<file path="src/rtl/jts16_pkg.sv">
// rtl/jts16_pkg.sv - shared constants and types for the System 16 download packer
package jts16_pkg;

    localparam logic [1:0] BA_CPU  = 2'd0;
    localparam logic [1:0] BA_SND  = 2'd1;
    localparam logic [1:0] BA_PCM  = 2'd1;
    localparam logic [1:0] BA_OBJ  = 2'd2;
    localparam logic [1:0] BA_TILE = 2'd3;

    localparam logic [24:0] DEF_HEADER     = 25'h10;
    localparam logic [24:0] DEF_SND_START  = 25'h4_0010;
    localparam logic [24:0] DEF_PCM_START  = 25'h4_8010;
    localparam logic [24:0] DEF_TILE_START = 25'h5_0010;
    localparam logic [24:0] DEF_OBJ_START  = 25'h8_0010;
    localparam logic [24:0] DEF_ROM_END    = 25'h10_0010;

    localparam logic [21:0] DEF_CPU_OFFSET  = 22'h10_0000;
    localparam logic [21:0] DEF_SND_OFFSET  = 22'h10_0000;
    localparam logic [21:0] DEF_PCM_OFFSET  = 22'h0;
    localparam logic [21:0] DEF_TILE_OFFSET = 22'h0;
    localparam logic [21:0] DEF_OBJ_OFFSET  = 22'h0;

    typedef enum logic [2:0] {
        REG_HDR, REG_CPU, REG_SND, REG_PCM, REG_TILE, REG_OBJ, REG_NONE
    } region_t;

    typedef enum logic {
        ST_IDLE, ST_WAIT
    } wr_state_t;

    typedef struct packed {
        logic [21:0] addr;
        logic [7:0]  data;
        logic [1:0]  mask;
        logic [1:0]  ba;
    } prog_entry_t;

    localparam int ENTRY_W = $bits(prog_entry_t);

endpackage

</file>
<file path="src/rtl/jts16_prog_fifo.sv">
// rtl/jts16_prog_fifo.sv - two-entry registered queue of pending SDRAM writes
module jts16_prog_fifo
    import jts16_pkg::*;
(
    input  logic               clk,
    input  logic               rst,
    input  logic               push,
    input  logic [ENTRY_W-1:0] din,
    input  logic               pop,
    output logic [ENTRY_W-1:0] dout,
    output logic               full,
    output logic               empty
);

    logic [ENTRY_W-1:0] mem [2];
    logic               wr_ptr;
    logic               rd_ptr;
    logic [1:0]         count;
    logic               push_ok;
    logic               pop_ok;

    assign full    = (count == 2'd2);
    assign empty   = (count == 2'd0);
    assign push_ok = push & ~full;
    assign pop_ok  = pop & ~empty;
    assign dout    = mem[rd_ptr];

    always_ff @(posedge clk) begin
        if (push_ok) begin
            mem[wr_ptr] <= din;
        end
    end

    always_ff @(posedge clk or posedge rst) begin
        if (rst) begin
            wr_ptr <= 1'b0;
            rd_ptr <= 1'b0;
            count  <= 2'd0;
        end else begin
            if (push_ok) begin
                wr_ptr <= ~wr_ptr;
            end
            if (pop_ok) begin
                rd_ptr <= ~rd_ptr;
            end
            count <= count + {1'b0, push_ok} - {1'b0, pop_ok};
        end
    end

endmodule

</file>
<file path="src/rtl/jts16_prog_packer.sv">
// rtl/jts16_prog_packer.sv - maps ioctl download bytes to masked SDRAM writes and header config
module jts16_prog_packer
    import jts16_pkg::*;
#(
    parameter logic [24:0] HEADER      = DEF_HEADER,
    parameter logic [24:0] SND_START   = DEF_SND_START,
    parameter logic [24:0] PCM_START   = DEF_PCM_START,
    parameter logic [24:0] TILE_START  = DEF_TILE_START,
    parameter logic [24:0] OBJ_START   = DEF_OBJ_START,
    parameter logic [24:0] ROM_END     = DEF_ROM_END,
    parameter logic [21:0] CPU_OFFSET  = DEF_CPU_OFFSET,
    parameter logic [21:0] SND_OFFSET  = DEF_SND_OFFSET,
    parameter logic [21:0] PCM_OFFSET  = DEF_PCM_OFFSET,
    parameter logic [21:0] TILE_OFFSET = DEF_TILE_OFFSET,
    parameter logic [21:0] OBJ_OFFSET  = DEF_OBJ_OFFSET
) (
    input  logic        clk,
    input  logic        rst,
    input  logic        downloading,
    input  logic [24:0] ioctl_addr,
    input  logic [7:0]  ioctl_data,
    input  logic        ioctl_wr,
    output logic [21:0] prog_addr,
    output logic [15:0] prog_data,
    output logic [1:0]  prog_mask,
    output logic [1:0]  prog_ba,
    output logic        prog_we,
    input  logic        prog_rdy,
    output logic        cfg_we,
    output logic [3:0]  cfg_addr,
    output logic [7:0]  cfg_data,
    output logic        dwnld_busy,
    output logic        ovf
);

    region_t     region;
    logic [24:0] rstart;
    logic [21:0] roff;
    logic [1:0]  rba;
    logic [24:0] rel;
    logic        accept;
    logic        rom_byte;
    logic        push;
    logic        pop;
    logic        load;
    logic        fifo_full;
    logic        fifo_empty;
    prog_entry_t push_entry;
    prog_entry_t head;
    logic [ENTRY_W-1:0] fifo_dout;
    wr_state_t   state_q;
    wr_state_t   state_d;

    // Highest region start not above the address wins
    always_comb begin
        region = REG_NONE;
        rstart = HEADER;
        roff   = CPU_OFFSET;
        rba    = BA_CPU;
        if (ioctl_addr < HEADER) begin
            region = REG_HDR;
        end else if (ioctl_addr < SND_START) begin
            region = REG_CPU;
        end else if (ioctl_addr < PCM_START) begin
            region = REG_SND;  rstart = SND_START;  roff = SND_OFFSET;  rba = BA_SND;
        end else if (ioctl_addr < TILE_START) begin
            region = REG_PCM;  rstart = PCM_START;  roff = PCM_OFFSET;  rba = BA_PCM;
        end else if (ioctl_addr < OBJ_START) begin
            region = REG_TILE; rstart = TILE_START; roff = TILE_OFFSET; rba = BA_TILE;
        end else if (ioctl_addr < ROM_END) begin
            region = REG_OBJ;  rstart = OBJ_START;  roff = OBJ_OFFSET;  rba = BA_OBJ;
        end
    end

    assign rel        = ioctl_addr - rstart;
    assign accept     = ioctl_wr & downloading;
    assign rom_byte   = accept & (region != REG_HDR) & (region != REG_NONE);
    assign push       = rom_byte & ~fifo_full;
    assign push_entry = '{addr: roff + 22'(rel >> 1),
                          data: ioctl_data,
                          mask: rel[0] ? 2'b01 : 2'b10,
                          ba:   rba};
    assign head       = prog_entry_t'(fifo_dout);

    jts16_prog_fifo u_fifo (
        .clk   (clk),
        .rst   (rst),
        .push  (push),
        .din   (push_entry),
        .pop   (pop),
        .dout  (fifo_dout),
        .full  (fifo_full),
        .empty (fifo_empty)
    );

    always_ff @(posedge clk or posedge rst) begin
        if (rst) begin
            cfg_we   <= 1'b0;
            cfg_addr <= 4'd0;
            cfg_data <= 8'd0;
            ovf      <= 1'b0;
        end else begin
            cfg_we <= accept & (region == REG_HDR);
            if (accept & (region == REG_HDR)) begin
                cfg_addr <= ioctl_addr[3:0];
                cfg_data <= ioctl_data;
            end
            if (rom_byte & fifo_full) begin
                ovf <= 1'b1;
            end
        end
    end

    // An entry leaves the queue when it is loaded into the output registers
    always_comb begin
        state_d = state_q;
        pop     = 1'b0;
        load    = 1'b0;
        case (state_q)
            ST_IDLE: begin
                if (!fifo_empty) begin
                    pop     = 1'b1;
                    load    = 1'b1;
                    state_d = ST_WAIT;
                end
            end
            ST_WAIT: begin
                if (prog_rdy) begin
                    if (!fifo_empty) begin
                        pop  = 1'b1;
                        load = 1'b1;
                    end else begin
                        state_d = ST_IDLE;
                    end
                end
            end
            default: state_d = ST_IDLE;
        endcase
    end

    always_ff @(posedge clk or posedge rst) begin
        if (rst) begin
            state_q   <= ST_IDLE;
            prog_we   <= 1'b0;
            prog_addr <= 22'd0;
            prog_data <= 16'd0;
            prog_mask <= 2'd0;
            prog_ba   <= 2'd0;
        end else begin
            state_q <= state_d;
            prog_we <= (state_d == ST_WAIT);
            if (load) begin
                prog_addr <= head.addr;
                prog_data <= {head.data, head.data};
                prog_mask <= head.mask;
                prog_ba   <= head.ba;
            end
        end
    end

    assign dwnld_busy = downloading | ~fifo_empty | (state_q == ST_WAIT);

endmodule
</file>
<file path="config.mk">
export PLATFORM = sky130hd
export DESIGN_NAME = jts16_prog_packer
export DESIGN_NICKNAME = d
export VERILOG_FILES = /design/src/rtl/jts16_pkg.sv /design/src/rtl/jts16_prog_fifo.sv /design/src/rtl/jts16_prog_packer.sv
export SDC_FILE = /design/constraint.sdc
export NUM_CORES = 1
export LEC_CHECK = 0
export ABC_AREA = 1
export ABC_CLOCK_PERIOD_IN_PS = 2420
export CORE_ASPECT_RATIO = 0.75
export CORE_MARGIN = 2
export CORE_UTILIZATION = 30
export CTS_CLUSTER_SIZE = 40
export DETAILED_ROUTE_END_ITERATION = 16
export GPL_TIMING_DRIVEN = 0
export SYNTH_ARGS = -nofsm -noshare
export SYNTH_HDL_FRONTEND = slang
export SYNTH_SLANG_ARGS = --single-unit
</file>
<file path="constraint.sdc">
create_clock -name clk -period 2.42 [get_ports clk]
set_clock_uncertainty 0.05 [all_clocks]
set_input_delay 0.242 -clock clk [delete_from_list [all_inputs] [get_ports clk]]
set_output_delay 0.242 -clock clk [all_outputs]
set_load 0.05 [all_outputs]
</file>
==> run summary <==
DRC: 0
status: complete, but fails checks
core area: 17000 um2
EDFF count, synth: 68
I/O Pins: 96
crit path max fanout: 4
port bufs: 95
# H-tree levels: 4
Slew Viols, Final: 0
global-route usage over all layers: 15.5%
via count: 4110
R2R Path Start: u_fifo.count[1]$_DFF_PP0_
final setup margin: -159 ps
DR vias/cell: 4.41
sequential area share after synthesis: 63.9%
worst path required time: 2540 ps
power per cell area: 1110 nW/um2
routability cong.: 0.776
CTS max path bufs: 2
clock root buffer: clkbuf_16
Min Clock Period, post-route: 2580 ps
Crit Path Class: in2reg
Sinks on Clock Net: 121
max_cap viols: 0
worst min-delay path class: in2async
area growth from synthesis to layout: 46.5%
Period Utilization, post-route: 107%
RSZ-0062 raised after global routing: true
setup TNS: -372 ps
Avg WL per Cell: 14.8 um
post-synthesis cell area: 5270 um2
synthesis-stage register bit count: 121
Worst Max-Slew Pin Slew: 965 ps
global-route wire length before repair: 21700 um
Worst Setup SP: ioctl_addr[6]
DP HPWL: 9620 um
pin count of the biggest net entering global routing: 39
Max transition margin: 35.6%
Critical Path Sink Type: register
synth top area cells: edfxtp_1, dfrtp_1, nand2_1, nor2_1, a31oi_1
clock-pin slew on the worst setup and hold paths: 60 ps
top_reg_cell synth: edfxtp_1
Mapped Cells: 522
Post-Route WL: 13800 um
Setup-failing EPs final: 4
GRT overflow: 0
antenna violations before repair: 0
Initial Util: 31.0%
cell taking the most area after synthesis: edfxtp_1
Async SR Flop Fraction: 43.8%
Die H: 119 um
area of the die: 18700 um2
worst path arrival time: 2700 ps
CTS Hold Bufs: 0
most frequent cells in the layout: nand2_1, clkdlybuf4s50_1, edfxtp_1, buf_4, dfrtp_1
pre-CTS worst setup slack: -1420 ps
Pleak: 3.20 nW
Num CTS Buffers: 17
initial DRC count: 204
CP startpoint kind: input pin
Final Hold Fails: 0
Yosys warning count: 0
CTS tree: done
top cell type's share of synthesized area: 38.7%
most common cell after layout, fill and taps aside: nand2_1
failing checks: setup timing
fmax: 388 MHz
synth unique cells: 29
Avg Synthesized Cell Area: 10.1 um2
remaining antenna violation count after routing: 0
First-pass DRT Iterations: 4
Rows: 41
share of post-route cells with drive strength above 1: 25.5%
Syn Nets: 568
nets@finish: 730
vias in the first global route: 4136
Worst VDD drop: 0.554 mV
Ant. Diodes: 0
Clock Latency Late Sink: 420 ps
die width: 157 um
-- sequential cells by signal, summed over array words and instances, names as in the netlist --
name and count:
prog_ba 2, u_fifo.mem 68, cfg_we 1, u_fifo.count 2
u_fifo.wr_ptr 1, u_fifo.rd_ptr 1, prog_data 8, state_q 1
prog_mask 2, cfg_addr 4, cfg_data 8, ovf 1
prog_addr 22
-- metrics by stage --
| stage | power [mW] | std cells | hold slack (ps) | util, % | area (um2) |
|---|---|---|---|---|---|
| detailed placement | 6.33 | 856 | 418 | 39.3 | 6690 |
| CTS | 8.62 | 922 | 85.4 | 44.5 | 7570 |
| floorplan | 5.08 | 522 | 291 | - | 5360 |
| global route | 8.99 | 933 | 111 | 45.4 | 7730 |
| global placement | 6.26 | 853 | 404 | 38.8 | 6610 |
| finish | 8.54 | 933 | 86.8 | 45.4 | 7730 |
-- cell type report --
type | instances | area [um2]
tap | 236 | 295
multi-input combinational | 332 | 1890
clock inverter | 12 | 80.1
sequential | 121 | 3370
timing repair buffer | 143 | 1340
clock buffer | 20 | 447
inverter | 45 | 173
fill | 1608 | 9300
buffer | 24 | 134
-- cell families after synthesis --
| kind of cell | synth area share (%) |
|---|---|
| simple gates | 19.7 |
| flops | 63.9 |
| buf+inv | 5.77 |
| compound gates | 6.60 |
| xor+xnor | 2.16 |
| fa+ha+maj | 1.90 |
-- where the power goes --
group	switching, mW	leakage, nW	internal, mW	total [mW]
Combinational	2.37	1.70	1.17	3.54
Clock	0.904	0.248	1.33	2.23
Sequential	0.235	1.25	2.54	2.77
-- path summary, 6_finish.rpt --
check | endpoint | slack [ps] | depth (start not counted)
max | u_fifo.mem[0][33]$_DFFE_PP_ | -160 | 23
min | prog_addr[20]$_DFFE_PP0P_ | 90 | 2
max reg2reg | u_fifo.count[1]$_DFF_PP0_ | 290 | 7
min reg2reg | cfg_addr[1]$_DFFE_PP0P_ | 430 | 2
max in group asynchronous | u_fifo.rd_ptr$_DFFE_PP0P_ | 1680 | 3
min in group clk | u_fifo.mem[0][25]$_DFFE_PP_ | 140 | 3
-- timing repair --
action                                  CTS  global route
resized for setup                       142            13
endpoints found under the setup margin   45             6
setup buffers                            34            11
pin swaps                                39            24
-- cells in the mapped netlist, types with 3 or more instances --
cell type,number
edfxtp_1,68
nand4_1,7
a21oi_1,8
nand2_2,3
xor2_1,8
nand3_1,12
nor2_4,4
buf_4,8
clkbuf_1,10
buf_2,5
inv_1,41
ha_1,8
o21ai_0,11
nand2_1,157
xnor2_1,5
dfrtp_1,53
a31oi_1,35
nor2_1,63
nor2_2,3
-- critical path: stages --
cell and delay, ps:
buf_8 100, nor2_4 130, nand2_4 70, nor2_4 220, nand2_4 80, nor2_4 130
nand2_1 70, nand2_1 70, nand2_2 90, buf_12 140, nand3_4 60, ha_4 220
a21oi_4 130, o21ai_1 90, a21oi_2 150, nand3_1 90, nand2_1 60, nand2_1 80
ha_4 170, xor2_2 130, inv_1 50, nand4_1 60, nand2_1 70
-- layer usage --
| layer | vias up | part of all wire [%] | global-route usage (%) |
|---|---|---|---|
| li1 | 2061 | - | - |
| met5 | - | 0 | 0 |
| met2 | 101 | 45 | 23.5 |
| met3 | 8 | 5.8 | 3.82 |
| met4 | 0 | 0.96 | 5.68 |
| met1 | 1940 | 48 | 21.4 |
Note: power is estimated with default switching activity, not from simulation.
